==> config.mk <==
export PLATFORM = sky130hd
export DESIGN_NAME = svnet_free_space_fifo
export DESIGN_NICKNAME = d
export VERILOG_FILES = /design/src/rtl/svnet_free_space_fifo.sv
export SDC_FILE = /design/constraint.sdc
export NUM_CORES = 1
export LEC_CHECK = 0
export CORE_UTILIZATION = 52
export DETAILED_ROUTE_END_ITERATION = 8
export GPL_TIMING_DRIVEN = 0
export HOLD_SLACK_MARGIN = 0.1
export PLACE_DENSITY = 0.77
export SETUP_SLACK_MARGIN = 0.02
export SLEW_MARGIN = 10
export SYNTH_ARGS = -nofsm -noshare
export SYNTH_HDL_FRONTEND = slang
export SYNTH_SLANG_ARGS = --single-unit
==> constraint.sdc <==
create_clock -name clk -period 1.8 [get_ports clk]
set_input_delay 0.18 -clock clk [delete_from_list [all_inputs] [get_ports clk]]
set_output_delay 0.18 -clock clk [all_outputs]
set_load 0.03 [all_outputs]
==> src/rtl/svnet_free_space_fifo.sv <==
//==============================================================================
// svnet_free_space_fifo
// Credit-target FIFO: publishes free_space and presents buffered words show-ahead.
// Optional high-water mark: define SVNET_FREE_SPACE_FIFO_WATERMARK_EN.
// Revision: 1.0
//==============================================================================
`default_nettype none

module svnet_free_space_fifo #(
  parameter int WIDTH = 8,
  parameter int DEPTH = 4
) (
  input  logic                     clk,
  input  logic                     rst_n,
  output logic [$clog2(DEPTH):0]   free_space,
  input  logic                     write,
  input  logic [WIDTH-1:0]         write_data,
  output logic                     read_valid,
  input  logic                     read,
  output logic [WIDTH-1:0]         read_data
`ifdef SVNET_FREE_SPACE_FIFO_WATERMARK_EN
  ,output logic [$clog2(DEPTH):0]  max_used
  ,input  logic                    watermark_clear
`endif
);

  localparam int CW = $clog2(DEPTH) + 1;
  localparam int AW = (DEPTH > 1) ? $clog2(DEPTH) : 1;
  localparam logic [CW-1:0] DEPTH_C = CW'(DEPTH);
  localparam logic [AW-1:0] LAST_C  = AW'(DEPTH - 1);

  logic [CW-1:0]    count_q;
  logic [AW-1:0]    wr_ptr_q;
  logic [AW-1:0]    rd_ptr_q;
  logic [WIDTH-1:0] mem [DEPTH];

  logic [AW-1:0]    wr_ptr_nxt;
  logic [AW-1:0]    rd_ptr_nxt;

  // Explicit wrap compare so non-power-of-two depths wrap at DEPTH-1.
  assign wr_ptr_nxt = (wr_ptr_q == LAST_C) ? '0 : wr_ptr_q + AW'(1);
  assign rd_ptr_nxt = (rd_ptr_q == LAST_C) ? '0 : rd_ptr_q + AW'(1);

  always_ff @(posedge clk or negedge rst_n) begin
    if (!rst_n) begin
      count_q  <= '0;
      wr_ptr_q <= '0;
      rd_ptr_q <= '0;
    end else begin
      count_q <= count_q + CW'(write) - CW'(read);
      if (write) wr_ptr_q <= wr_ptr_nxt;
      if (read)  rd_ptr_q <= rd_ptr_nxt;
    end
  end

  always_ff @(posedge clk) begin
    if (write) mem[wr_ptr_q] <= write_data;
  end

  assign free_space = DEPTH_C - count_q;
  assign read_valid = (count_q != '0);
  assign read_data  = mem[rd_ptr_q];

`ifdef SVNET_FREE_SPACE_FIFO_WATERMARK_EN
  logic [CW-1:0] max_used_q;

  always_ff @(posedge clk or negedge rst_n) begin
    if (!rst_n) begin
      max_used_q <= '0;
    end else if (watermark_clear) begin
      max_used_q <= count_q;
    end else if (count_q > max_used_q) begin
      max_used_q <= count_q;
    end
  end

  assign max_used = max_used_q;
`endif

`ifndef SYNTHESIS
  a_no_write_when_full: assert property (@(posedge clk) disable iff (!rst_n)
    write |-> free_space != '0);
  a_no_read_when_empty: assert property (@(posedge clk) disable iff (!rst_n)
    read |-> read_valid);
  a_count_bounded: assert property (@(posedge clk) disable iff (!rst_n)
    count_q <= DEPTH_C);

  final begin
    if (rst_n && count_q != '0)
      $error("svnet_free_space_fifo: %0d words stranded at end of simulation", count_q);
  end
`endif

endmodule

`default_nettype wire
# Word-level counts from Yosys, hierarchy flattened
# Memory sizes are Yosys's and may differ from the RTL's.
# Cells that the tools add are included.
[word_totals]
register_bits = 7
ram_bits = 32
inputBits = 12
output_inout_bits = 12
elab_cells = 16
n_memories = 1
[memory_table]
columns = ["memory", "words", "width", "read_ports", "rd_ports_with_merged_regs", "write_ports", "line_no", "source"]
rows = [
  ["mem", 4, 8, 1, 0, 1, "35", "logic [WIDTH-1:0] mem [DEPTH];"],
]
[op_classes]
addsub = 5
n_eq_ne = 2
n_mux = 4
n_reduce_logical = 1
[op_table]
columns = ["operator", "count"]
rows = [
  ["$add 2x1->2 const B", 2],
  ["$eq 2x2->1 const B", 2],
  ["$mux 2", 2],
  ["$add 3x1->3", 1],
  ["$reduce_bool 3->1", 1],
  ["$sub 3x1->3", 1],
  ["$sub 3x3->3 const A", 1],
  ["$mux 1", 2],
]

# Logic depth before layout (Yosys ltp)
# Gate-level depths: netlist of the first run.
[depth]
depth_word = 2
depth_mapped = 8

# Worst setup path before layout of the first run
# Ideal clock, no wire load.
[synth_path]
path_kind = "reg2reg"
start = "register count_q[0]"
end = "register count_q[2]"
setup_time_ns = 0.123
t_arrival_ns = 1.478
t_required_ns = 1.677
path_slack_ns = 0.200
stages_incl_launch_ff = 9
path_buffers = 0
period_less_slack_ns = 1.600
path_cell_list = "dfrtp_1 > inv_1 > ha_1 > inv_1 > ha_1 > inv_1 > fa_1 > xnor2_1 > xnor2_1"
[synth_between]
elab_chain_cells = 2
[synth_rtl]
columns = ["item", "line_no", "source"]
rows = [
  ["start, declared", "32", "logic [CW-1:0] count_q;"],
  ["start signal, assigned", "50", "count_q <= count_q + CW'(write) - CW'(read);"],
  ["$add 3x1->3", "50", ""],
  ["$sub 3x1->3", "50", ""],
]
# Every way passes these cells.
# A chain may end at the register's enable or synchronous reset.

# Worst setup path after layout of the first run
[layout_path]
start = "register rd_ptr_q[0]"
end = "output read_data[3]"
[layout_between]
elab_chain_cells = 1
[layout_rtl]
columns = ["item", "line_no", "source"]
rows = [
  ["start, declared", "34", "logic [AW-1:0] rd_ptr_q;"],
  ["start signal, assigned", "52", "if (read) rd_ptr_q <= rd_ptr_nxt;"],
  ["$mem_v2 4x8", "n/a", ""],
  ["end, declared", "20", "output logic [WIDTH-1:0] read_data"],
]
# Every way passes these cells.

==> metrics list, run 1 <==
- Start-to-end type of the worst setup path: reg2out
* Cell area after synthesis: 1600 sq um
* Total power per unit cell area: 1690 nW/um^2
- Switching power summed over all nets: 1220 uW
- Setup violations remaining at the end of the flow were counted as 0.
- In this run the cell area measured after placement is 1870 sq um.
* Layout cells sized above 1: 30.5%
* EDFF count, synth: 32
- Max transition margin: 67.7%
- The analysis attributes to cell leakage a power of 0.000770 uW.
* # rows: 19
- Worst vdd rail ir drop: 0.00108 V
- Vias per Instance: 5.42
- Number of DRC markers after the initial detailed-route iteration: 24
- The initial antenna violation count was 0.
- Area of the die: 3310 sq um
* Layout Cell Area excl Fill: 2000 sq um
- Number of cells on the worst reg-to-reg path: 8
- Wire length of the first global-routing pass: 4150 um
- Top cells by area, synth: sky130_fd_sc_hd__edfxtp_1 60%, sky130_fd_sc_hd__mux4_2 11%, sky130_fd_sc_hd__dfrtp_1 11%
* Most repeated cell in the gate-level netlist after synthesis: sky130_fd_sc_hd__edfxtp_1
- After synthesis, the mean cell area works out to 19.3 sq um.
- Part of the total power dissipated in sequential elements: 37.9%
- The die is 57.5 um tall.
- After synthesis the netlist holds a flip-flop and latch count of 39.
* Largest area contributor in the netlist: sky130_fd_sc_hd__edfxtp_1
- The most critical setup path has its endpoint at read_data[3].
* Clock latency at the later pin of the worst-skew pair: 0.33 ns
- Yosys cell types: 16
- The worst setup path is captured at a primary output.
- For this run the aggregate overflow at the end of global routing stands at 0.
- Synthesis produced 83 cells.
- Count of buffers from port buffering: 23
- Dividing the detail-routed wire length by the instance count gives 17.0 um.
- Worst-Margin Slew: 0.485 ns
- Top fanout value on the critical path: 5
* Part of the total power dissipated in combinational logic: 48.8%
* Minimum setup slack after placement: -0.199 ns
- Part of the Yosys area used for sequential elements: 70.9%
- Number of top-level pins: 24
* Reg2Reg Setup Slack: 0.14 ns
- Routability-driven placement finished with a final weighted congestion of 0.692.
- Final min period: 1.79 ns
- Switching part of the total power: 36.2%
- Before antenna repair, the detailed router went through 8 iterations.
- Share of flip-flops with an asynchronous set or reset after synthesis: 17.9%
- In the synthesized netlist, the cells that appear most often are 32 x sky130_fd_sc_hd__edfxtp_1, 10 x sky130_fd_sc_hd__inv_1, 9 x sky130_fd_sc_hd__ha_1.
- The clock passes through at most 2 buffers.
- Synthesized net count: 105
- Global routing used 17.9% of the available tracks.
- The cell sitting at the root of the clock tree is a sky130_fd_sc_hd__clkbuf_4.
* Final sum of negative setup slack: 0 ns
- CTS saw 39 sinks.
- Worst Hold Margin: 0.478 ns
- Number of buffers created by CTS: 5
- STA classifies the critical path startpoint as a register.
- Worst setup startpoint: rd_ptr_q[0]
- The design draws 3380 uW.
- Counting instances, the worst hold path has a depth of 1.
- Number of nets still failing antenna checks after routing: 0
* Final Max Slew Viols: 0
* Detailed-route DRC error count: 3
- HPWL Detailed: 1650 um
* Number of violations of the max-capacitance limit: 0
* RSZ-0062 raised after global routing: true
- The final reports fail on DRC.
* Data required, critical path: 1.62 ns
- The H-tree was split into 2 levels.
- Entering global routing, the biggest net connects 13 pins.
* Critical register-to-register path startpoint: count_q[0]
- The number of global-route vias before repair is 883.
- The flow ran to the end, but the final reports show violations.
* Clock Skew: 0.00813 ns
- Synth Warn #: 0
- Share of power burned in the clock network: 13.4%
- TritonCTS built the clock tree.
- ANT cells: 0
- Clk pin slew, worst setup/hold paths: 0.11 ns
- Leading register cell type out of synthesis: sky130_fd_sc_hd__edfxtp_1
- Period Utilization, post-route: 99.5%
- Detailed routing inserted a total of 808 vias.
- Maximum clock frequency: 0.558 GHz
* Die width: 57.5 um
- Placeable core region: 2830 sq um
- The internal portion of the total power is 2160 uW.
* Data arrival time of the critical path: 1.61 ns
- The final hold violation count is 0.
* Hold crit path type: in2reg
- Starting density of the core: 56.6%
- In this run the critical register-to-register path is captured at count_q[2].
- For this run, the post-layout net count is 139.
* Post-synth top area share: 60.0%
* Syn-to-layout area delta: 24.6%
* Final critical-path setup slack: 0.00848 ns
* Wire length reported by the detailed router: 2530 um
[worst min-delay path by stage]
| stage | start | to | slack (ns) |
|---|---|---|---|
| global route | write_data[4] | mem[3][4] | 0.45 |
| CTS | write_data[5] | mem[1][5] | 0.46 |
| finish | write_data[5] | mem[1][5] | 0.48 |
| floorplan | rst_n | count_q[0] | -0.12 |
| detailed placement | rst_n | wr_ptr_q[0] | 0.47 |
| global placement | rst_n | count_q[0] | 0.46 |
[placed cells by master, fill, tap and decap left out, drive strengths merged]
| master | count |
|---|---|
| mux2 | 2 |
| dfrtp | 7 |
| and2 | 4 |
| o21ai | 2 |
| nor2 | 1 |
| clkbuf | 8 |
| xnor2 | 2 |
| dlygate4sd3 | 1 |
| clkinv | 1 |
| clkdlybuf4s50 | 12 |
| buf | 14 |
| nand2 | 1 |
| clkinvlp | 1 |
| fa | 1 |
| or3b | 1 |
| dlygate4sd2 | 1 |
| mux4 | 8 |
| inv | 10 |
| edfxtp | 32 |
| ha | 9 |
[worst max-delay path: stages (launching register included)]
cell	delay [ns]
sky130_fd_sc_hd__dfrtp_2	0.44
sky130_fd_sc_hd__clkbuf_16	0.17
sky130_fd_sc_hd__mux4_2	0.51
sky130_fd_sc_hd__buf_6	0.16
[sequential cells by signal, indices dropped and copies added, names as in the netlist]
register	flops
mem	32
rd_ptr_q	2
wr_ptr_q	2
count_q	3
[final cells by class]
class | count | area, sq um
clock buffer | 6 | 51.3
clock inverter | 2 | 11.3
tap | 31 | 38.8
fill | 188 | 833
inverter | 10 | 37.5
multi-input combinational | 31 | 414
sequential | 39 | 1140
buffer | 3 | 32.5
timing repair buffer | 27 | 273
[through the flow]
step | std cells | utilization (%)
3_3_place_gp | 137 | 66.1
6_report | 149 | 70.5
4_1_cts | 148 | 68.3
2_1_floorplan | 83 | -
5_1_grt | 149 | 70.5
3_5_place_dp | 137 | 66.1
[what timing repair did]
item,in CTS,in global routing
setup buffers,2,0
gates resized for setup,46,28
endpoints found under the hold margin,2,0
hold buffers,1,0
cloned,0,1
endpoints found under the setup margin,11,11
[kinds of logic after synthesis]
logic type,count (synthesis),share of synthesized area [%]
adders and majority gates,10,8.28
and+or+nand+nor,7,2.58
DFF,39,70.9
buffers and inverters,13,3.83
AOI/OAI and AO/OA,2,0.625
xor gates and xnor gates,2,1.09
muxes,10,12.7
[metal layers]
metal	up-vias	wire, um	track usage [%]
met3	4	138	7.03
met1	408	1030	21.8
met2	25	1350	29.9
met5	-	0	0
met4	0	19	4.88
li1	371	-	-
[power by group through the flow]
stage / registers, uW / clock network [uW] / logic [uW]
finish: 1280 / 452 / 1650
global placement: 1280 / 0 / 1480
global route: 1300 / 503 / 1800
floorplan: 1270 / 0 / 1040
CTS: 1270 / 465 / 1480
detailed placement: 1300 / 0 / 1540
Note: power is estimated with default switching activity, not from simulation.
==> inputs of run 2 (changes only) <==
Settings changed: SLEW_MARGIN 10 to 20.
==> results of run 2 <==
Final layout, timing and power as in run 1 (identical DEF).
